`config.mk`:
```
export PLATFORM = sky130hd
export DESIGN_NAME = cmp_trend_tracker_flat
export DESIGN_NICKNAME = d
export VERILOG_FILES = /design/src/rtl/cmp_trend_tracker_pkg.sv /design/src/rtl/cmp_trend_tracker_if.sv /design/src/rtl/cmp_stable_filter.sv /design/src/rtl/cmp_trend_tracker.sv /design/src/flat_wrapper.sv
export SDC_FILE = /design/constraint.sdc
export NUM_CORES = 1
export LEC_CHECK = 0
export BUFFER_PORTS_ARGS = -buffer_cell sky130_fd_sc_hd__buf_2
export CAP_MARGIN = 40
export CORE_MARGIN = 3
export CORE_UTILIZATION = 33
export CTS_BUF_LIST = sky130_fd_sc_hd__clkbuf_4 sky130_fd_sc_hd__clkbuf_8 sky130_fd_sc_hd__clkbuf_16
export DETAILED_ROUTE_END_ITERATION = 10
export GPL_TIMING_DRIVEN = 0
export HOLD_SLACK_MARGIN = 0.03
export PLACE_DENSITY = 0.53
export SLEW_MARGIN = 10
export SYNTH_ARGS = -nofsm -noshare
export SYNTH_HDL_FRONTEND = slang
export SYNTH_SLANG_ARGS = --single-unit
```
`constraint.sdc`:
```
create_clock -name clk -period 4.41 [get_ports clk]
set_clock_uncertainty 0.15 [all_clocks]
set_input_delay 0.882 -clock clk [delete_from_list [all_inputs] [get_ports clk]]
set_output_delay 0.882 -clock clk [all_outputs]
set_load 0.01 [all_outputs]
```
`src/rtl/cmp_trend_tracker_pkg.sv`:
```
// Shared relation encodings and flag decode
// for the comparator trend tracker.
package cmp_trend_tracker_pkg;

  typedef enum logic [1:0] {
    CMP_NONE = 2'b00,
    CMP_LT   = 2'b01,
    CMP_EQ   = 2'b10,
    CMP_GT   = 2'b11
  } rel_e;

  typedef struct packed {
    rel_e rel;
    logic bad;
  } dec_t;

  // flags ordered {agb,aeb,alb}
  function automatic dec_t cmp_decode(
    input logic [2:0] f
  );
    dec_t d;
    d.rel = CMP_NONE;
    d.bad = 1'b0;
    unique case (f)
      3'b001: d.rel = CMP_LT;
      3'b010: d.rel = CMP_EQ;
      3'b100: d.rel = CMP_GT;
      default: d.bad = 1'b1;
    endcase
    return d;
  endfunction

endpackage

```
`src/rtl/cmp_trend_tracker_if.sv`:
```
// Comparator flag input and tracker
// status output bundle.
interface cmp_trend_tracker_if #(
  parameter int CNT_W = 8
);
  logic             in_valid;
  logic             alb;
  logic             aeb;
  logic             agb;
  logic [1:0]       state;
  logic             cross_up;
  logic             cross_dn;
  logic [CNT_W-1:0] cross_count;
  logic             err;

  modport master (
    output in_valid, alb, aeb, agb,
    input  state, cross_up, cross_dn,
    input  cross_count, err
  );

  modport slave (
    input  in_valid, alb, aeb, agb,
    output state, cross_up, cross_dn,
    output cross_count, err
  );
endinterface

```
`src/rtl/cmp_stable_filter.sv`:
```
// Run-length qualifier: a relation is accepted
// once seen STABLE_CNT consecutive valid times.
module cmp_stable_filter
  import cmp_trend_tracker_pkg::*;
#(
  parameter int STABLE_CNT = 3
) (
  input  logic clk,
  input  logic rst_n,
  input  logic in_valid_i,
  input  rel_e rel_i,
  input  logic illegal_i,
  output logic accept_o,
  output rel_e rel_o
);

  localparam int RW = $clog2(STABLE_CNT + 1);
  localparam logic [RW-1:0] RMAX = RW'(STABLE_CNT);

  if (STABLE_CNT < 1) begin : g_bad_cfg
    $error("STABLE_CNT must be >= 1");
  end

  rel_e          cand_q, cand_d;
  logic [RW-1:0] run_q, run_d;

  always_comb begin
    cand_d = cand_q;
    run_d  = run_q;
    if (in_valid_i) begin
      if (illegal_i) begin
        cand_d = CMP_NONE;
        run_d  = '0;
      end else if (rel_i == cand_q) begin
        if (run_q != RMAX)
          run_d = run_q + 1'b1;
      end else begin
        cand_d = rel_i;
        run_d  = RW'(1);
      end
    end
  end

  always_ff @(posedge clk or negedge rst_n) begin
    if (!rst_n) begin
      cand_q <= CMP_NONE;
      run_q  <= '0;
    end else begin
      cand_q <= cand_d;
      run_q  <= run_d;
    end
  end

  // accept looks at the updated count so
  // state moves on the qualifying edge
  assign accept_o = in_valid_i && !illegal_i &&
                    (run_d == RMAX);
  assign rel_o    = rel_i;

endmodule

```
`src/rtl/cmp_trend_tracker.sv`:
```
// Accepted-relation tracker with LT<->GT
// crossing pulses and saturating count.
module cmp_trend_tracker
  import cmp_trend_tracker_pkg::*;
#(
  parameter int STABLE_CNT = 3,
  parameter int CNT_W      = 8
) (
  input logic            clk,
  input logic            rst_n,
  cmp_trend_tracker_if.slave bus
);

  dec_t dec;
  logic acc;
  rel_e acc_rel;

  assign dec = cmp_decode(
    {bus.agb, bus.aeb, bus.alb});

  cmp_stable_filter #(
    .STABLE_CNT(STABLE_CNT)
  ) u_filt (
    .clk        (clk),
    .rst_n      (rst_n),
    .in_valid_i (bus.in_valid),
    .rel_i      (dec.rel),
    .illegal_i  (dec.bad),
    .accept_o   (acc),
    .rel_o      (acc_rel)
  );

  rel_e             state_q, state_d;
  rel_e             last_q, last_d;
  logic [CNT_W-1:0] cnt_q, cnt_d;
  logic             up_q, up_d;
  logic             dn_q, dn_d;
  logic             err_q, err_d;

  always_comb begin
    state_d = state_q;
    last_d  = last_q;
    cnt_d   = cnt_q;
    up_d    = 1'b0;
    dn_d    = 1'b0;
    err_d   = 1'b0;
    if (bus.in_valid && dec.bad) begin
      err_d = 1'b1;
    end else if (acc && acc_rel != state_q) begin
      state_d = acc_rel;
      // last_dir skips EQ, so LT->EQ->GT crosses
      up_d = (acc_rel == CMP_GT) &&
             (last_q == CMP_LT);
      dn_d = (acc_rel == CMP_LT) &&
             (last_q == CMP_GT);
      if ((up_d || dn_d) && cnt_q != '1)
        cnt_d = cnt_q + 1'b1;
      if (acc_rel == CMP_LT ||
          acc_rel == CMP_GT)
        last_d = acc_rel;
    end
  end

  always_ff @(posedge clk or negedge rst_n) begin
    if (!rst_n) begin
      state_q <= CMP_NONE;
      last_q  <= CMP_NONE;
      cnt_q   <= '0;
      up_q    <= 1'b0;
      dn_q    <= 1'b0;
      err_q   <= 1'b0;
    end else begin
      state_q <= state_d;
      last_q  <= last_d;
      cnt_q   <= cnt_d;
      up_q    <= up_d;
      dn_q    <= dn_d;
      err_q   <= err_d;
    end
  end

  assign bus.state       = state_q;
  assign bus.cross_up    = up_q;
  assign bus.cross_dn    = dn_q;
  assign bus.cross_count = cnt_q;
  assign bus.err         = err_q;

endmodule

```
`src/flat_wrapper.sv`:
```
// flat-port wrapper written by rule: the top's interface ports become plain ports
module cmp_trend_tracker_flat import cmp_trend_tracker_pkg::*;
#(
  parameter int STABLE_CNT = 3,
  parameter int CNT_W      = 8
)
  (clk, rst_n, bus_in_valid, bus_alb, bus_aeb, bus_agb, bus_state, bus_cross_up, bus_cross_dn, bus_cross_count, bus_err);
  cmp_trend_tracker_if #(.CNT_W(CNT_W)) bus_i ();
  input logic clk;
  input logic rst_n;
  input wire logic [$bits(bus_i.in_valid)-1:0] bus_in_valid;
  input wire logic [$bits(bus_i.alb)-1:0] bus_alb;
  input wire logic [$bits(bus_i.aeb)-1:0] bus_aeb;
  input wire logic [$bits(bus_i.agb)-1:0] bus_agb;
  output wire logic [$bits(bus_i.state)-1:0] bus_state;
  output wire logic [$bits(bus_i.cross_up)-1:0] bus_cross_up;
  output wire logic [$bits(bus_i.cross_dn)-1:0] bus_cross_dn;
  output wire logic [$bits(bus_i.cross_count)-1:0] bus_cross_count;
  output wire logic [$bits(bus_i.err)-1:0] bus_err;
  assign bus_i.in_valid = bus_in_valid;
  assign bus_i.alb = bus_alb;
  assign bus_i.aeb = bus_aeb;
  assign bus_i.agb = bus_agb;
  assign bus_state = bus_i.state;
  assign bus_cross_up = bus_i.cross_up;
  assign bus_cross_dn = bus_i.cross_dn;
  assign bus_cross_count = bus_i.cross_count;
  assign bus_err = bus_i.err;
  cmp_trend_tracker #(.STABLE_CNT(STABLE_CNT), .CNT_W(CNT_W)) u_core (.clk(clk), .rst_n(rst_n), .bus(bus_i));
endmodule
```
==> flow_summary.ini <==
[clock_network]
clock_tree.root_cell = clkbuf_4
cts_hold_repair.buffers = 0
numClockSinks = 19
tritoncts.num_buffers = 3
cts.htree.levels = 1
cts_tree = yes
post-cts-setup-buffers = 0
ctsResizeCount = 0
cts-root-to-sink-buffers = 2
clock_transition_at_the_registers_of_the_reported_paths_ps = 110
latest_clock_arrival_within_the_worst_skew_pair_ps = 300

[synth]
synth-compound-area-share_pct = 9.79
synth-async-reset-ratio_pct = 100
xor_xnor_fraction_of_synth_area_pct = 6.40
dominantRegCellSynth = dfrtp_1
synth-seq-cells = 19
synth_area_per_cell_um2 = 10.9
synth_simple_gate_area_share_pct = 22.8
syn-cell-area_um2 = 958
synth.area.mux_share_pct = 6.66
synth_cell_type_count = 38
synth_edf_count = 0
yosysWarningCount = 0
synth_top_family_by_area = simple AND/OR/NAND/NOR gates
synth_adder_area_share_pct = 2.35
synth_nets = 95
seq_area_frac_synth_pct = 49.6
synth_instances = 88

[detailed_routing]
firstDrtPassIters = 5
wire_per_inst_um = 13.1
drt.antenna.violating_nets = 0
drt_drc_violations_left = 0
routed-via-count = 738
drt-total-wl_um = 1820
detail_route.vias_per_cell = 5.31
detail_route.iter0.violations = 14

[sta]
final_min_period_over_clock_period_pct = 63.8
timing.final.setup_violations = 0
worst_slew_pin_tran_ps = 499
timing.max_slew.rel_slack_pct = 66.5
timing_hold_violations_final = 0
fin_tns_setup_ps = 0
layout_min_cycle_time_ps = 2810
final-max-slew-violation-count = 0
fmaxAchievable_mhz = 356
unrepaired_setup_endpoints_after_global_routing = no

[global_routing]
grt_overflow_total = 0
grt_pass1_vias = 653
track_usage_pct = 10.8
largest_net_degree_at_the_start_of_global_routing = 20
grt_pass1_wl_um = 2890
antenna_found_initial = 0

[die]
fp.dieH_um = 59.9
fp.dieArea_um2 = 3590
die_x_um = 59.9
placementRows = 18
coreArea_um2 = 2610
starting_density_of_the_core_pct = 36.7
pin_count = 19

[critical_path]
critical-path-max-stage-delay_ps = 540
crit_path_capture_type = flop
critical_path.slowest_cell = nor4_4
timing.setup.critical_path_class = primary input to flop
worstPathCellList = buf_2 -> or4_1 -> o311a_1 -> o22a_1 -> nor4_4 -> mux2_1
crit_fanout = 8
worst_ep_arrival_time_ps = 2850
crit_path_start_kind = primary input
required_ps = 4450

[power]
peakVddDrop_mv = 0.165
power.leakage_nw = 0.531
design_power_total_mw = 0.343
power_density_nw_per_um2 = 309

[final_layout]
final_core_utilization_pct = 42.5
final_cell_count_no_fill = 139
area_delta_synth_final_pct = 15.9
fraction_of_final_layout_cells_with_drive_strength_greater_than_1_pct = 24.8
finish.net_count = 117
antenna_cells = 0
n_fill_cell = 256

[placement]
detailed_place_hpwl_um = 1360
placed_cells = 135
gp_routability_congestion = 0.794
place.port_buffers = 17

[hold_path]
type_of_the_worst_min_delay_path = primary input to asynchronous set/reset pin

[flow_run]
max_cap_viol_count = 0

[outcome]
status = completed
layer usage:
layer	global-route usage, %	vias to the layer above	part of all wire, %
li1	-	362	-
met1	14.3	353	47
met2	16.5	19	46
met3	2.59	4	5.4
met4	4.75	0	1.0
met5	0	-	0
stage by stage:
stage | setup slack (ps) | instance area (µm²) | hold slack (ps)
CTS | 1600 | 1110 | 357
finish | 1600 | 1110 | 348
global placement | 1310 | 1080 | 325
global route | 1510 | 1110 | 363
floorplan | 1590 | 958 | 319
detailed placement | 1280 | 1080 | 341
placed cells by master (no fill, tap or decap), types with 2 or more instances in the layout:
| cell type | synthesis | routed |
|---|---|---|
| nand3_1 | 4 | 4 |
| nand2b_1 | 2 | 2 |
| nand4_1 | 3 | 3 |
| nand2_1 | 4 | 4 |
| xnor2_1 | 6 | 6 |
| nor3_1 | 3 | 3 |
| nor2_1 | 3 | 3 |
| buf_2 | 0 | 17 |
| mux2i_1 | 3 | 3 |
| and3_1 | 3 | 3 |
| clkbuf_4 | 0 | 4 |
| nor2b_1 | 2 | 2 |
| or2_2 | 2 | 2 |
| o21ai_0 | 2 | 2 |
| dfrtp_1 | 19 | 19 |
| clkbuf_1 | 2 | 2 |
| mux2_2 | 2 | 2 |
| inv_1 | 4 | 4 |
| nor3b_1 | 2 | 2 |
| a21oi_1 | 2 | 2 |
where the power goes:
group / leakage (nW) / internal [mW] / total (mW) / switching (mW)
clock: 0.0184 / 0.0413 / 0.0969 / 0.0556
combinational: 0.261 / 0.0222 / 0.0531 / 0.0308
sequential: 0.251 / 0.185 / 0.193 / 0.00790
total: 0.531 / 0.249 / 0.343 / 0.0943
synthesized netlist by cell type (2+ instances only):
cell,instances,area [µm²]
a21oi_1,2,10.0
and3_1,3,18.8
clkbuf_1,2,7.51
dfrtp_1,19,475
inv_1,4,15.0
mux2_2,2,22.5
mux2i_1,3,30.0
nand2_1,4,15.0
nand2b_1,2,12.5
nand3_1,4,20.0
nand4_1,3,18.8
nor2_1,3,11.3
nor2b_1,2,12.5
nor3_1,3,15.0
nor3b_1,2,15.0
o21ai_0,2,10.0
or2_2,2,12.5
xnor2_1,6,52.6
registers in the layout, summed over array words and instances (netlist names):
name                    cells
u_core.bus.cross_up         1
u_core.u_filt.run_q         2
u_core.bus.err              1
u_core.u_filt.cand_q        2
u_core.bus.cross_dn         1
u_core.bus.cross_count      8
u_core.bus.state            2
u_core.last_q               2
worst max-delay path: cells and delay by family:
family	cells	cell delay (ps)
compound gates	2	390
simple gates	2	1070
buf+inv	1	140
mux	1	370
final timing paths:
| path | to | slack (ps) | depth (start not counted) | start |
|---|---|---|---|---|
| setup / recovery | u_core.bus.cross_count[1] | 1600 | 6 | bus_alb |
| hold / removal | u_core.bus.cross_up | 350 | 1 | rst_n |
| setup reg to reg | u_core.bus.cross_count[1] | 1850 | 6 | u_core.u_filt.cand_q[1] |
| hold reg to reg | u_core.bus.cross_count[5] | 350 | 1 | u_core.bus.cross_count[5] |
| max in group asynchronous | u_core.bus.cross_count[1] | 3460 | 1 | rst_n |
| min in group clk | u_core.bus.cross_count[5] | 350 | 1 | u_core.bus.cross_count[5] |
kinds of logic (layout without fill, tap and decap cells):
logic type | after synthesis | after routing
AND/OR/NAND/NOR | 35 | 35
flip-flops | 19 | 19
AO/OA/AOI/OAI | 13 | 13
XOR/XNOR | 7 | 7
multiplexers | 6 | 6
buffers and inverters | 6 | 27
adder cells (fa/ha/maj) | 2 | 2
cell type report:
| type | instances | area (µm²) | area share, % |
|---|---|---|---|
| repair buffers | 17 | 85.1 | 7.66 |
| well taps | 30 | 37.5 | 3.38 |
| clock buffers | 4 | 30.0 | 2.70 |
| inverters | 4 | 15.0 | 1.35 |
| flip-flops and latches | 19 | 475 | 42.8 |
| plain buffers | 2 | 7.51 | 0.676 |
| multi-input cells | 63 | 460 | 41.4 |
Note: power is estimated with default switching activity, not from simulation.
